<file path="config.mk">
export PLATFORM = sky130hd
export DESIGN_NAME = merge_scheduler_flat
export DESIGN_NICKNAME = d
export VERILOG_FILES = /design/src/rtl/merge_pkg.sv /design/src/rtl/merge_scheduler_if.sv /design/src/rtl/merge_scheduler_job_fifo.sv /design/src/rtl/merge_scheduler.sv /design/src/flat_wrapper.sv
export SDC_FILE = /design/constraint.sdc
export NUM_CORES = 1
export LEC_CHECK = 0
export ABC_AREA = 1
export BUFFER_PORTS_ARGS = -buffer_cell sky130_fd_sc_hd__clkbuf_2
export CAP_MARGIN = 30
export CORE_MARGIN = 3
export CORE_UTILIZATION = 40
export DETAILED_ROUTE_END_ITERATION = 6
export GPL_TIMING_DRIVEN = 0
export MAX_ROUTING_LAYER = met4
export SLEW_MARGIN = 40
export SYNTH_ARGS = -nofsm -noshare
export SYNTH_HDL_FRONTEND = slang
export SYNTH_SLANG_ARGS = --single-unit
export TNS_END_PERCENT = 20
</file>
<file path="constraint.sdc">
create_clock -name clk -period 4.9 [get_ports clk]
set_clock_uncertainty 0.15 [all_clocks]
set_input_delay 1.47 -clock clk [delete_from_list [all_inputs] [get_ports clk]]
set_output_delay 1.47 -clock clk [all_outputs]
set_load 0.05 [all_outputs]
</file>
<file path="src/rtl/merge_pkg.sv">
// Shared types for the merge scheduler: FSM state encoding and the queued job record.
// job_t field widths track the scheduler's default ADDR_WIDTH / ID_WIDTH.
package merge_pkg;

   localparam int JOB_ADDR_W = 16;
   localparam int JOB_ID_W   = 4;

   typedef enum logic [1:0] {
      ST_IDLE   = 2'd0,
      ST_LAUNCH = 2'd1,
      ST_RUN    = 2'd2,
      ST_REPORT = 2'd3
   } sched_state_t;

   typedef struct packed {
      logic [JOB_ADDR_W-1:0] src0;
      logic [JOB_ADDR_W-1:0] src1;
      logic [JOB_ADDR_W-1:0] dst;
      logic [JOB_ID_W-1:0]   id;
   } job_t;

endpackage

</file>
<file path="src/rtl/merge_scheduler_if.sv">
// Job request, engine control and completion signals of the merge scheduler.
// slave is the scheduler side, master the requester/engine/consumer side.
interface merge_scheduler_if #(
   parameter int ADDR_WIDTH = 16,
   parameter int ID_WIDTH   = 4
) ();

   logic                  job_valid;
   logic                  job_ready;
   logic [ADDR_WIDTH-1:0] job_src0_addr;
   logic [ADDR_WIDTH-1:0] job_src1_addr;
   logic [ADDR_WIDTH-1:0] job_dst_addr;
   logic [ID_WIDTH-1:0]   job_id;

   logic                  eng_run;
   logic [ADDR_WIDTH-1:0] eng_src0_addr;
   logic [ADDR_WIDTH-1:0] eng_src1_addr;
   logic [ADDR_WIDTH-1:0] eng_dst_addr;
   logic                  eng_done;

   logic                  cmp_valid;
   logic                  cmp_ready;
   logic [ID_WIDTH-1:0]   cmp_id;
   logic                  cmp_timeout;

   logic                  busy;

   modport slave (
      input  job_valid, job_src0_addr, job_src1_addr, job_dst_addr, job_id,
      input  eng_done, cmp_ready,
      output job_ready, eng_run, eng_src0_addr, eng_src1_addr, eng_dst_addr,
      output cmp_valid, cmp_id, cmp_timeout, busy
   );

   modport master (
      output job_valid, job_src0_addr, job_src1_addr, job_dst_addr, job_id,
      output eng_done, cmp_ready,
      input  job_ready, eng_run, eng_src0_addr, eng_src1_addr, eng_dst_addr,
      input  cmp_valid, cmp_id, cmp_timeout, busy
   );

endinterface

</file>
<file path="src/rtl/merge_scheduler_job_fifo.sv">
// Job queue: registered-memory FIFO without fall-through; a write becomes
// readable the cycle after it is pushed.
module job_fifo #(
   parameter int DEPTH = 4,
   parameter int WIDTH = 8
) (
   input  logic             clk,
   input  logic             reset_n,
   input  logic             push,
   input  logic [WIDTH-1:0] wr_data,
   input  logic             pop,
   output logic [WIDTH-1:0] rd_data,
   output logic             full,
   output logic             empty
);

   localparam int PTR_W = $clog2(DEPTH);

   logic [WIDTH-1:0] mem [DEPTH];
   logic [PTR_W-1:0] wr_ptr;
   logic [PTR_W-1:0] rd_ptr;
   logic [PTR_W:0]   count;
   logic             do_push;
   logic             do_pop;

   assign full    = (count == (PTR_W+1)'(DEPTH));
   assign empty   = (count == '0);
   assign do_push = push && !full;
   assign do_pop  = pop && !empty;
   assign rd_data = mem[rd_ptr];

   // DEPTH is a power of two, so pointers wrap by natural overflow
   always_ff @(posedge clk or negedge reset_n) begin
      if (!reset_n) begin
         wr_ptr <= '0;
         rd_ptr <= '0;
         count  <= '0;
         for (int i = 0; i < DEPTH; i++) begin
            mem[i] <= '0;
         end
      end else begin
         if (do_push) begin
            mem[wr_ptr] <= wr_data;
            wr_ptr      <= wr_ptr + 1'b1;
         end
         if (do_pop) begin
            rd_ptr <= rd_ptr + 1'b1;
         end
         case ({do_push, do_pop})
            2'b10:   count <= count + 1'b1;
            2'b01:   count <= count - 1'b1;
            default: count <= count;
         endcase
      end
   end

endmodule

</file>
<file path="src/rtl/merge_scheduler.sv">
// Merge scheduler: queues merge jobs, launches them one at a time on the engine,
// guards each with a watchdog and reports completion with the job tag.
//
//   state     | meaning
//   ----------+-----------------------------------------------------------
//   ST_IDLE   | waiting for a queued job; pops it into the active registers
//   ST_LAUNCH | eng_run high for this single cycle, first engine cycle
//   ST_RUN    | waiting for eng_done or watchdog expiry
//   ST_REPORT | completion record held until cmp_ready
module merge_scheduler
   import merge_pkg::*;
#(
   parameter int ADDR_WIDTH     = JOB_ADDR_W,
   parameter int ID_WIDTH       = JOB_ID_W,
   parameter int QUEUE_DEPTH    = 4,
   parameter int TIMEOUT_CYCLES = 4096
) (
   input logic              clk,
   input logic              reset_n,
   merge_scheduler_if.slave bus
);

   localparam int          WD_W    = $clog2(TIMEOUT_CYCLES);
   localparam logic [WD_W-1:0] WD_LAST = WD_W'(TIMEOUT_CYCLES - 1);

   sched_state_t    state_q;
   job_t            act_q;
   job_t            wr_job;
   job_t            rd_job;
   logic [WD_W-1:0] wd_cnt_q;
   logic            eng_run_q;
   logic            cmp_valid_q;
   logic [ID_WIDTH-1:0] cmp_id_q;
   logic            cmp_timeout_q;
   logic            fifo_full;
   logic            fifo_empty;
   logic            fifo_pop;

   always_comb begin
      wr_job      = '0;
      wr_job.src0 = JOB_ADDR_W'(bus.job_src0_addr);
      wr_job.src1 = JOB_ADDR_W'(bus.job_src1_addr);
      wr_job.dst  = JOB_ADDR_W'(bus.job_dst_addr);
      wr_job.id   = JOB_ID_W'(bus.job_id);
   end

   assign fifo_pop = (state_q == ST_IDLE) && !fifo_empty;

   job_fifo #(
      .DEPTH (QUEUE_DEPTH),
      .WIDTH ($bits(job_t))
   ) u_job_fifo (
      .clk     (clk),
      .reset_n (reset_n),
      .push    (bus.job_valid),
      .wr_data (wr_job),
      .pop     (fifo_pop),
      .rd_data (rd_job),
      .full    (fifo_full),
      .empty   (fifo_empty)
   );

   // The counter is zero during LAUNCH, which counts as engine cycle one,
   // so expiry lands exactly TIMEOUT_CYCLES cycles after the eng_run pulse.
   always_ff @(posedge clk or negedge reset_n) begin
      if (!reset_n) begin
         state_q       <= ST_IDLE;
         act_q         <= '0;
         wd_cnt_q      <= '0;
         eng_run_q     <= 1'b0;
         cmp_valid_q   <= 1'b0;
         cmp_id_q      <= '0;
         cmp_timeout_q <= 1'b0;
      end else begin
         eng_run_q <= 1'b0;
         case (state_q)
            ST_IDLE: begin
               if (!fifo_empty) begin
                  act_q     <= rd_job;
                  wd_cnt_q  <= '0;
                  eng_run_q <= 1'b1;
                  state_q   <= ST_LAUNCH;
               end
            end
            ST_LAUNCH: begin
               wd_cnt_q <= WD_W'(1);
               state_q  <= ST_RUN;
            end
            ST_RUN: begin
               if (bus.eng_done) begin
                  cmp_valid_q   <= 1'b1;
                  cmp_timeout_q <= 1'b0;
                  cmp_id_q      <= ID_WIDTH'(act_q.id);
                  state_q       <= ST_REPORT;
               end else if (wd_cnt_q == WD_LAST) begin
                  cmp_valid_q   <= 1'b1;
                  cmp_timeout_q <= 1'b1;
                  cmp_id_q      <= ID_WIDTH'(act_q.id);
                  state_q       <= ST_REPORT;
               end else begin
                  wd_cnt_q <= wd_cnt_q + 1'b1;
               end
            end
            ST_REPORT: begin
               if (bus.cmp_ready) begin
                  cmp_valid_q <= 1'b0;
                  state_q     <= ST_IDLE;
               end
            end
            default: state_q <= ST_IDLE;
         endcase
      end
   end

   assign bus.job_ready     = !fifo_full;
   assign bus.eng_run       = eng_run_q;
   assign bus.eng_src0_addr = ADDR_WIDTH'(act_q.src0);
   assign bus.eng_src1_addr = ADDR_WIDTH'(act_q.src1);
   assign bus.eng_dst_addr  = ADDR_WIDTH'(act_q.dst);
   assign bus.cmp_valid     = cmp_valid_q;
   assign bus.cmp_id        = cmp_id_q;
   assign bus.cmp_timeout   = cmp_timeout_q;
   assign bus.busy          = !fifo_empty || (state_q != ST_IDLE);

endmodule

</file>
<file path="src/flat_wrapper.sv">
// flat-port wrapper written by rule: the top's interface ports become plain ports
module merge_scheduler_flat import merge_pkg::*;
#(
   parameter int ADDR_WIDTH     = JOB_ADDR_W,
   parameter int ID_WIDTH       = JOB_ID_W,
   parameter int QUEUE_DEPTH    = 4,
   parameter int TIMEOUT_CYCLES = 4096
)
  (clk, reset_n, bus_job_valid, bus_job_src0_addr, bus_job_src1_addr, bus_job_dst_addr, bus_job_id, bus_eng_done, bus_cmp_ready, bus_job_ready, bus_eng_run, bus_eng_src0_addr, bus_eng_src1_addr, bus_eng_dst_addr, bus_cmp_valid, bus_cmp_id, bus_cmp_timeout, bus_busy);
  merge_scheduler_if #(.ADDR_WIDTH(ADDR_WIDTH), .ID_WIDTH(ID_WIDTH)) bus_i ();
  input logic clk;
  input logic reset_n;
  input wire logic [$bits(bus_i.job_valid)-1:0] bus_job_valid;
  input wire logic [$bits(bus_i.job_src0_addr)-1:0] bus_job_src0_addr;
  input wire logic [$bits(bus_i.job_src1_addr)-1:0] bus_job_src1_addr;
  input wire logic [$bits(bus_i.job_dst_addr)-1:0] bus_job_dst_addr;
  input wire logic [$bits(bus_i.job_id)-1:0] bus_job_id;
  input wire logic [$bits(bus_i.eng_done)-1:0] bus_eng_done;
  input wire logic [$bits(bus_i.cmp_ready)-1:0] bus_cmp_ready;
  output wire logic [$bits(bus_i.job_ready)-1:0] bus_job_ready;
  output wire logic [$bits(bus_i.eng_run)-1:0] bus_eng_run;
  output wire logic [$bits(bus_i.eng_src0_addr)-1:0] bus_eng_src0_addr;
  output wire logic [$bits(bus_i.eng_src1_addr)-1:0] bus_eng_src1_addr;
  output wire logic [$bits(bus_i.eng_dst_addr)-1:0] bus_eng_dst_addr;
  output wire logic [$bits(bus_i.cmp_valid)-1:0] bus_cmp_valid;
  output wire logic [$bits(bus_i.cmp_id)-1:0] bus_cmp_id;
  output wire logic [$bits(bus_i.cmp_timeout)-1:0] bus_cmp_timeout;
  output wire logic [$bits(bus_i.busy)-1:0] bus_busy;
  assign bus_i.job_valid = bus_job_valid;
  assign bus_i.job_src0_addr = bus_job_src0_addr;
  assign bus_i.job_src1_addr = bus_job_src1_addr;
  assign bus_i.job_dst_addr = bus_job_dst_addr;
  assign bus_i.job_id = bus_job_id;
  assign bus_i.eng_done = bus_eng_done;
  assign bus_i.cmp_ready = bus_cmp_ready;
  assign bus_job_ready = bus_i.job_ready;
  assign bus_eng_run = bus_i.eng_run;
  assign bus_eng_src0_addr = bus_i.eng_src0_addr;
  assign bus_eng_src1_addr = bus_i.eng_src1_addr;
  assign bus_eng_dst_addr = bus_i.eng_dst_addr;
  assign bus_cmp_valid = bus_i.cmp_valid;
  assign bus_cmp_id = bus_i.cmp_id;
  assign bus_cmp_timeout = bus_i.cmp_timeout;
  assign bus_busy = bus_i.busy;
  merge_scheduler #(.ADDR_WIDTH(ADDR_WIDTH), .ID_WIDTH(ID_WIDTH), .QUEUE_DEPTH(QUEUE_DEPTH), .TIMEOUT_CYCLES(TIMEOUT_CYCLES)) u_core (.clk(clk), .reset_n(reset_n), .bus(bus_i));
endmodule
</file>
==> flow_metrics.py, run 1 <==
metrics = {
    "status": {
        "status": "finished, final reports clean",
    },
    "synthesis": {
        "synth.distinct_cells": 24,
        "synth_area_leaders": "dfrtp_1 (54%), nand2_1 (12%), o21ai_0 (9.4%)",
        "synth_top_area_share_pct": 53.97,
        "yosysSeqAreaShare_pct": 53.97,
        "synth_nets": 1634,
        "yosys.area.top_type": "dfrtp_1",
        "synthesis.area_um2": 13350,
        "synth_warnings": 0,
        "syn_avg_cell_area_um2": 8.538,
        "synth.ff_latch_count": 288,
        "syn_inst": 1564,
    },
    "global_routing": {
        "grt-ovfl-total": 0,
        "antenna_found_initial": 1,
        "grt_pass1_vias": 11290,
        "grt_pass1_wl_um": 62130,
        "grt_util_all_layers_pct": 22.61,
        "grt_max_degree": 66,
    },
    "route": {
        "avgRoutedWirePerCell_um": 17.67,
        "dr_total_vias": 11300,
        "drt_iter0_drc": 968,
        "wl_um": 38640,
        "via_per_inst": 5.168,
        "detail-route-antenna-nets": 0,
        "drt_pass1_iterations": 5,
        "remaining_drc_errors": 0,
    },
    "clock_tree": {
        "cts_root_buffer": "clkbuf_16",
        "numCtsBuffers": 34,
        "postCtsHoldBufs": 0,
        "clk_latency_ns": 0.51,
        "path_clk_slew_ns": 0.05,
        "cts_buffer_depth": 3,
        "cts_setup_buffers": 0,
        "cts_tree": "built",
        "h-tree-depth": 2,
        "cts_num_sinks": 288,
        "cts_resized": 0,
    },
    "power": {
        "p_comb_share_pct": 45.1,
        "p_sw_mw": 5.239,
        "switching_share_pct": 43.48,
        "p_leak_nw": 7.609,
        "finalPower_mw": 12.05,
        "p_clk_share_pct": 21.7,
        "irDropWorstVdd_uv": 334.8,
        "power.density_nw_per_um2": 762.9,
        "seq_power_share_pct": 33.2,
        "p_int_mw": 6.809,
    },
    "layout": {
        "final_common_cell": "nand2_1",
        "design_area_um2": 15790,
        "postLayoutCoreUtil_pct": 48.29,
        "drive_above_1_share_pct": 16.92,
        "mostFrequentLayoutCells": "nand2_1 (434), dfrtp_1 (288), o21ai_0 (251)",
        "area_growth_pct": 18.25,
        "nNetsFinal": 1788,
    },
    "critical_path": {
        "cp_cell_sequence": "inv_1, ha_1, nand3_1, clkbuf_2",
        "endpoint_kind": "primary output",
        "critPathMaxStageDelay_ns": 0.42,
        "rrSetupSlack_ns": 2.27,
        "r2r_start": "u_core.state_q[0]",
        "crit_path_start_kind": "register",
        "worstPathMaxFanout": 5,
        "cp.required_ns": 3.28,
        "cp-endpoint": "bus_busy",
        "reg2regPathDepth": 12,
        "crit_path_start": "u_core.state_q[0]",
        "cp_slowest_cell": "dfrtp_1",
        "arrival_ns": 1.75,
        "r2r-end": "u_core.u_job_fifo.count[2]",
        "path_class": "register to primary output",
    },
    "worst_hold_path": {
        "min_from": "u_core.bus.cmp_valid",
        "hp-class": "register to register",
    },
    "sta": {
        "fin_tns_setup_ns": 0,
        "maxSlewHeadroom_pct": 48.12,
        "min_period_over_period_pct": 68.74,
        "tightest_slew_ns": 0.7783,
        "fmax_mhz": 296.9,
        "final-setup-viol-count": 0,
        "hold_viol_final": 0,
        "fin_crit_ns": 3.368,
        "drv_slew": 0,
        "rsz0062_at_grt": "false",
    },
    "die": {
        "die_w_um": 188.7,
        "start_util_pct": 40.84,
        "coreArea_um2": 32700,
        "pin_count": 114,
        "die_h_um": 188.7,
        "rows": 66,
        "die_area_um2": 35610,
    },
    "place": {
        "port_buffers": 113,
        "gp_congestion": 0.8373,
        "dp_hpwl_um": 26300,
        "placed_area_um2": 14610,
    },
    "job": {
        "drv_cap": 0,
    },
}
-- metal layers --
layer / GRT usage (%) / up-vias / wire (µm)
met4: 6.674 / 0 / 1061
met1: 30.97 / 5456 / 17230
li1: - / 5366 / -
met5: - / - / 0
met3: 3.237 / 76 / 2638
met2: 35.27 / 405 / 17710
-- layout make-up --
cell class                      count  area (µm²)
Antenna cell                        1       2.502
Buffer                            150       942.2
Clock buffer                       52        1072
Clock inverter                     10       105.1
Fill cell                        3199       16910
Inverter                          135       506.7
Multi-Input combinational cell    991        4698
Sequential cell                   288        7207
Tap cell                          442       553.0
Timing Repair Buffer              118       704.4
-- registers in the layout, indices dropped and copies added, names as in the netlist, 3 cells and up --
register and flops:
u_core.u_job_fifo.mem 208, u_core.bus.eng_src1_addr 16, u_core.bus.cmp_id 4, u_core.act_q 4, u_core.bus.eng_dst_addr 16, u_core.bus.eng_src0_addr 16
u_core.wd_cnt_q 12, u_core.u_job_fifo.count 3
-- worst max-delay path, delay by kind of cell (launching register included) --
kind	cells	cell delay (ns)
adder cells (fa/ha/maj)	1	0.23
buffers and inverters	2	0.41
AND/OR/NAND/NOR	1	0.18
flip-flops	1	0.42
-- through the flow --
step | cells | setup slack, ns | hold WS, ns
after global placement | 2119 | -4.142 | 0.3097
after global routing | 2187 | 1.440 | 0.3455
after detailed placement | 2124 | 1.515 | 0.3168
final | 2187 | 1.532 | 0.3213
after CTS | 2186 | 1.479 | 0.3310
after floorplan | 1564 | 1.909 | 0.2997
-- power groups by stage --
stage	Combinational [mW]	Clock, mW	Sequential (mW)
floorplan	3.86	0	3.96
global placement	5.30	0	4.01
detailed placement	5.42	0	4.03
CTS	5.45	2.66	3.99
global route	6.06	2.75	4.11
finish	5.43	2.62	4.00
-- cells by family (layout without fill, tap and decap cells) --
kind of cell | after synthesis | count (layout) | share of synthesized area [%]
simple gates | 536 | 536 | 15.71
compound gates | 437 | 437 | 17.87
flops | 288 | 288 | 53.97
buf+inv | 285 | 465 | 10.85
fa+ha+maj | 13 | 13 | 1.274
xor+xnor | 5 | 5 | 0.3280
other cells | 0 | 1 | 0
-- worst min path at each step --
stage	to	depth (start not counted)	slack, ns
2_1_floorplan	u_core.bus.cmp_id[0]	2	0.30
3_3_place_gp	u_core.bus.cmp_valid	2	0.31
3_5_place_dp	u_core.bus.cmp_valid	2	0.32
4_1_cts	u_core.bus.cmp_valid	2	0.33
5_1_grt	u_core.bus.cmp_id[3]	2	0.35
6_report	u_core.bus.cmp_valid	2	0.32
-- synth_stat cells, drive strengths merged --
cell type  instances
dfrtp            288
inv              135
nand2            436
xnor2              2
a31oi             53
nand4              1
xor2               3
o21ai            275
nand3             15
ha                12
a21oi             56
clkbuf            37
buf              113
nor2              84
o211ai            53
fa                 1
Note: power is estimated with default switching activity, not from simulation.
==> run 2: changes to the inputs <==
- clock period: 4.9 -> 2.8 ns (I/O delays scaled with it)
==> run 2 against run 1 <==
Net effect:
- flip-flop and latch count stayed put
- clock power is 74% higher
- register-to-register slack worse by 2.0 ns
- largest power group unchanged
==> flow_metrics.py, run 2 (synthesized netlist as in run 1, its figures left out) <==
metrics = {
    "layout": {
        "nNetsFinal": 1788,
        "drive_above_1_share_pct": 16.92,
        "final_common_cell": "nand2_1",
        "design_area_um2": 15800,
        "area_growth_pct": 18.29,
        "largest_reg_flops": 208,
        "top_register": "u_core.u_job_fifo.mem",
        "postLayoutCoreUtil_pct": 48.31,
        "mostFrequentLayoutCells": "nand2_1 (434), dfrtp_1 (288), o21ai_0 (251)",
    },
    "die": {
        "die_h_um": 188.7,
        "coreArea_um2": 32700,
        "die_w_um": 188.7,
        "rows": 66,
        "die_area_um2": 35610,
        "pin_count": 114,
        "start_util_pct": 40.84,
    },
    "power": {
        "seq_power_share_pct": 33.2,
        "p_sw_mw": 9.157,
        "switching_share_pct": 43.44,
        "p_int_mw": 11.92,
        "finalPower_mw": 21.08,
        "p_clk_share_pct": 21.7,
        "irDropWorstVdd_uv": 586.1,
        "power.density_nw_per_um2": 1334,
        "p_leak_nw": 7.609,
        "p_comb_share_pct": 45.1,
    },
    "job": {
        "drv_cap": 0,
    },
    "route": {
        "remaining_drc_errors": 0,
        "drt_iter0_drc": 960,
        "drt_pass1_iterations": 5,
        "detail-route-antenna-nets": 0,
        "dr_total_vias": 11320,
        "avgRoutedWirePerCell_um": 17.67,
        "via_per_inst": 5.174,
        "wl_um": 38640,
    },
    "critical_path": {
        "worstPathMaxFanout": 5,
        "arrival_ns": 1.70,
        "crit_path_start": "u_core.state_q[0]",
        "crit_path_start_kind": "register",
        "cp-endpoint": "bus_busy",
        "rrSetupSlack_ns": 0.25,
        "cp.required_ns": 1.81,
        "r2r_start": "u_core.state_q[0]",
        "path_class": "register to primary output",
        "endpoint_kind": "primary output",
        "reg2regPathDepth": 12,
        "r2r-end": "u_core.u_job_fifo.count[2]",
    },
    "clock_tree": {
        "numCtsBuffers": 34,
        "cts_tree": "built",
        "cts_buffer_depth": 3,
        "h-tree-depth": 2,
        "cts_root_buffer": "clkbuf_16",
        "clk_latency_ns": 0.51,
        "path_clk_slew_ns": 0.05,
        "cts_num_sinks": 288,
    },
    "sta": {
        "hold_viol_final": 0,
        "min_period_over_period_pct": 96.23,
        "final-setup-viol-count": 0,
        "maxSlewHeadroom_pct": 47.53,
        "tightest_slew_ns": 0.7870,
        "fin_crit_ns": 2.694,
        "fmax_mhz": 371.1,
        "fin_tns_setup_ns": 0,
        "rsz0062_at_grt": "false",
        "drv_slew": 0,
    },
    "global_routing": {
        "antenna_found_initial": 1,
        "grt_pass1_vias": 11290,
        "grt_pass1_wl_um": 62130,
        "grt_util_all_layers_pct": 22.61,
        "grt-ovfl-total": 0,
        "grt_max_degree": 66,
    },
    "place": {
        "gp_congestion": 0.8373,
        "port_buffers": 113,
        "placed_area_um2": 14610,
        "dp_hpwl_um": 26300,
    },
    "status": {
        "status": "finished, final reports clean",
    },
    "worst_hold_path": {
        "hp-class": "input port to async pin",
    },
}
run 2: changes by cell type in the layout (fill, tap and decap cells not counted):
cell,before,now
clkbuf_4,0,2
buf_2,39,38
clkbuf_2,112,111
run 2: worst min path at each step:
stage | start | endpoint | slack [ns] | cells after the start
after detailed placement | u_core.bus.cmp_valid | u_core.bus.cmp_valid | 0.32 | 2
after floorplan | u_core.act_q[0] | u_core.bus.cmp_id[0] | 0.30 | 2
final | reset_n | u_core.wd_cnt_q[9] | 0.09 | 1
after global placement | u_core.bus.cmp_valid | u_core.bus.cmp_valid | 0.31 | 2
after CTS | reset_n | u_core.wd_cnt_q[9] | 0.08 | 1
after global routing | reset_n | u_core.wd_cnt_q[9] | 0.11 | 1
run 2: through the flow:
step	hold WS [ns]	cells	setup slack (ns)
finish	0.08846	2187	0.1056
global route	0.1077	2187	0.01342
CTS	0.08317	2186	0.009052
detailed placement	0.3168	2124	0.04483
global placement	0.3097	2119	-5.612
floorplan	0.2997	1564	0.4393
run 2: cell type report:
type | instances | area (µm²)
diodes | 1 | 2.502
inverters | 135 | 506.7
multi-input cells | 991 | 4698
fillers | 3197 | 16910
clock buffers | 52 | 1072
flip-flops and latches | 288 | 7207
well taps | 442 | 553.0
clock inverters | 10 | 105.1
plain buffers | 150 | 944.7
repair buffers | 118 | 706.9
run 2: power groups by stage:
| stage | combinational [mW] | clock, mW | sequential [mW] |
|---|---|---|---|
| 2_1_floorplan | 6.76 | 0 | 6.93 |
| 3_3_place_gp | 9.28 | 0 | 7.02 |
| 3_5_place_dp | 9.49 | 0 | 7.05 |
| 4_1_cts | 9.54 | 4.66 | 6.99 |
| 5_1_grt | 10.6 | 4.82 | 7.19 |
| 6_report | 9.51 | 4.57 | 7.00 |
run 2: repair_timing:
item	4_1_cts	5_1_grt
resized for setup	0	3
hold buffers	0	0
setup buffers	0	0
setup endpoints to repair	0	2
run 2: critical path, stage by stage (launching register included):
cell	delay (ns)
dfrtp_1	0.42
inv_1	0.10
ha_1	0.23
nand3_1	0.18
clkbuf_4	0.27
run 2: metal layers:
metal / part of all wire (%) / global-route usage [%]
met1: 45 / 30.97
met2: 46 / 35.27
met3: 6.9 / 3.237
met4: 2.7 / 6.674
met5: 0 / -
==> run 3: changes to the inputs <==
- CTS_BUF_LIST: default -> sky130_fd_sc_hd__clkbuf_8
==> run 3 against run 2 <==
Net effect:
- via count shrank 0.15%
- non-clock buffer count did not move
- total power is 4.1% lower
- worst setup slack improved by 0.024 ns
- clock-buffer cell count up 9
- routed wire length shrank 0.33%
- first-iteration DRC count shrank 16%
- global-route usage is 0.061 points lower
- sequential share of layout area grew 0.58 points
- largest cell class unchanged
==> flow_metrics.py, run 3 (synthesized netlist as in run 1, its figures left out) <==
metrics = {
    "status": {
        "status": "finished, final reports clean",
    },
    "route": {
        "avgRoutedWirePerCell_um": 17.42,
        "dr_total_vias": 11300,
        "wl_um": 38510,
        "detail-route-antenna-nets": 0,
        "drt_pass1_iterations": 5,
        "via_per_inst": 5.110,
        "remaining_drc_errors": 0,
        "drt_iter0_drc": 810,
    },
    "layout": {
        "mostFrequentLayoutCells": "nand2_1 (434), dfrtp_1 (288), o21ai_0 (251)",
        "nNetsFinal": 1803,
        "postLayoutCoreUtil_pct": 47.70,
        "finalNonFillerCells": 2211,
        "area_growth_pct": 16.80,
        "final_common_cell": "nand2_1",
        "drive_above_1_share_pct": 17.31,
        "largest_reg_flops": 208,
        "top_register": "u_core.u_job_fifo.mem",
        "design_area_um2": 15600,
    },
    "power": {
        "p_int_mw": 11.14,
        "p_comb_share_pct": 46.9,
        "p_clk_share_pct": 18.5,
        "seq_power_share_pct": 34.6,
        "p_leak_nw": 7.604,
        "power.density_nw_per_um2": 1296,
        "p_sw_mw": 9.078,
        "switching_share_pct": 44.91,
        "irDropWorstVdd_uv": 551.7,
    },
    "place": {
        "placed_area_um2": 14610,
        "dp_hpwl_um": 26300,
        "place_inst": 2124,
        "gp_congestion": 0.8373,
        "port_buffers": 113,
    },
    "critical_path": {
        "arrival_ns": 1.68,
        "crit_path_start_kind": "register",
        "cp.depth": 4,
        "cp-endpoint": "bus_busy",
        "critPathBufInv": 2,
        "critPathMaxStageDelay_ns": 0.43,
        "worstPathMaxFanout": 5,
        "r2r-end": "u_core.u_job_fifo.count[2]",
        "endpoint_kind": "primary output",
        "r2r_start": "u_core.state_q[0]",
        "rrSetupSlack_ns": 0.23,
        "cp_slowest_cell": "dfrtp_1",
        "crit_path_start": "u_core.state_q[0]",
        "reg2regPathDepth": 12,
        "cp.required_ns": 1.81,
        "path_class": "register to primary output",
        "crit_family": "flip-flops",
        "cp_cell_sequence": "inv_1, ha_1, nand3_2, clkbuf_8",
    },
    "clock_tree": {
        "clk_latency_ns": 0.58,
        "cts_setup_buffers": 0,
        "path_clk_slew_ns": 0.06,
        "cts_tree": "built",
        "h-tree-depth": 2,
        "numCtsBuffers": 49,
        "cts_num_sinks": 288,
        "postCtsHoldBufs": 0,
        "cts_resized": 2,
        "cts_root_buffer": "clkbuf_8",
        "cts_buffer_depth": 3,
    },
    "sta": {
        "fin_crit_ns": 2.671,
        "hold_viol_final": 0,
        "fmax_mhz": 374.4,
        "rsz0062_at_grt": "false",
        "final-setup-viol-count": 0,
        "min_period_over_period_pct": 95.38,
        "drv_slew": 0,
        "tightest_slew_ns": 0.7773,
        "maxSlewHeadroom_pct": 48.18,
    },
    "global_routing": {
        "grt_max_degree": 66,
        "grt_pass1_vias": 11360,
        "grt-ovfl-total": 0,
        "grt_pass1_wl_um": 62020,
        "antenna_found_initial": 1,
        "grt_util_all_layers_pct": 22.55,
    },
    "die": {
        "die_area_um2": 35610,
        "coreArea_um2": 32700,
        "die_w_um": 188.7,
        "pin_count": 114,
        "die_h_um": 188.7,
        "rows": 66,
        "start_util_pct": 40.84,
    },
    "worst_hold_path": {
        "hp-class": "input port to async pin",
    },
    "job": {
        "drv_cap": 0,
    },
}
## run 3: changes by cell type in the layout (fill, tap and decap cells not counted)
cell and delta:
bufinv_16 -1, clkbuf_1 -6, clkbuf_16 -37, clkbuf_4 -1
clkbuf_8 +53, clkinv_2 -3, clkinvlp_4 -1, inv_1 +20
nand3_1 -1, nand3_2 +1
## run 3: power groups by stage
stage | Clock [mW] | Sequential (mW) | Combinational, mW
floorplan | 0 | 6.93 | 6.76
global placement | 0 | 7.02 | 9.28
detailed placement | 0 | 7.05 | 9.49
CTS | 3.83 | 6.99 | 9.52
global route | 4.03 | 7.19 | 10.6
finish | 3.75 | 6.99 | 9.48
## run 3: layer usage
layer | wire length, µm | global-route usage (%) | vias to the layer above
met1 | 17220 | 30.28 | 5461
met2 | 17650 | 34.86 | 377
met3 | 2630 | 4.409 | 72
li1 | - | - | 5388
met5 | 0 | - | -
met4 | 1015 | 6.903 | 0
## run 3: area by class of cell
cell class,count,area [µm²]
Timing Repair Buffer,118,713.2
Antenna cell,1,2.502
Buffer,150,944.7
Fill cell,3247,17100
Clock inverter,25,127.6
Inverter,135,506.7
Clock buffer,61,839.6
Sequential cell,288,7207
Tap cell,442,553.0
Multi-Input combinational cell,991,4703
## run 3: through the flow
step	power, mW	setup slack, ns	setup TNS, ns	hold slack [ns]
floorplan	13.69	0.4393	0	0.2997
global route	21.81	0.02944	0	0.02448
finish	20.22	0.1294	0	0.01983
CTS	20.34	0.003294	0	0.003808
detailed placement	16.54	0.04483	0	0.3168
global placement	16.30	-5.612	-1609.51	0.3097
## run 3: worst min-delay path by stage
stage                                   endpoint  cells after the start
global placement            u_core.bus.cmp_valid                      2
global route        u_core.bus.eng_src0_addr[12]                      1
floorplan                   u_core.bus.cmp_id[0]                      2
CTS                           u_core.wd_cnt_q[4]                      1
detailed placement          u_core.bus.cmp_valid                      2
finish                        u_core.wd_cnt_q[4]                      1
## run 3: worst register-to-register path, stage by stage, from the launching register on
cell	delay [ns]
dfrtp_1	0.43
inv_1	0.12
ha_1	0.21
nand2_1	0.13
inv_2	0.16
clkbuf_4	0.29
ha_1	0.18
inv_1	0.06
fa_1	0.38
nor2_1	0.11
nor2_1	0.04
nand2_1	0.07
xor2_1	0.15
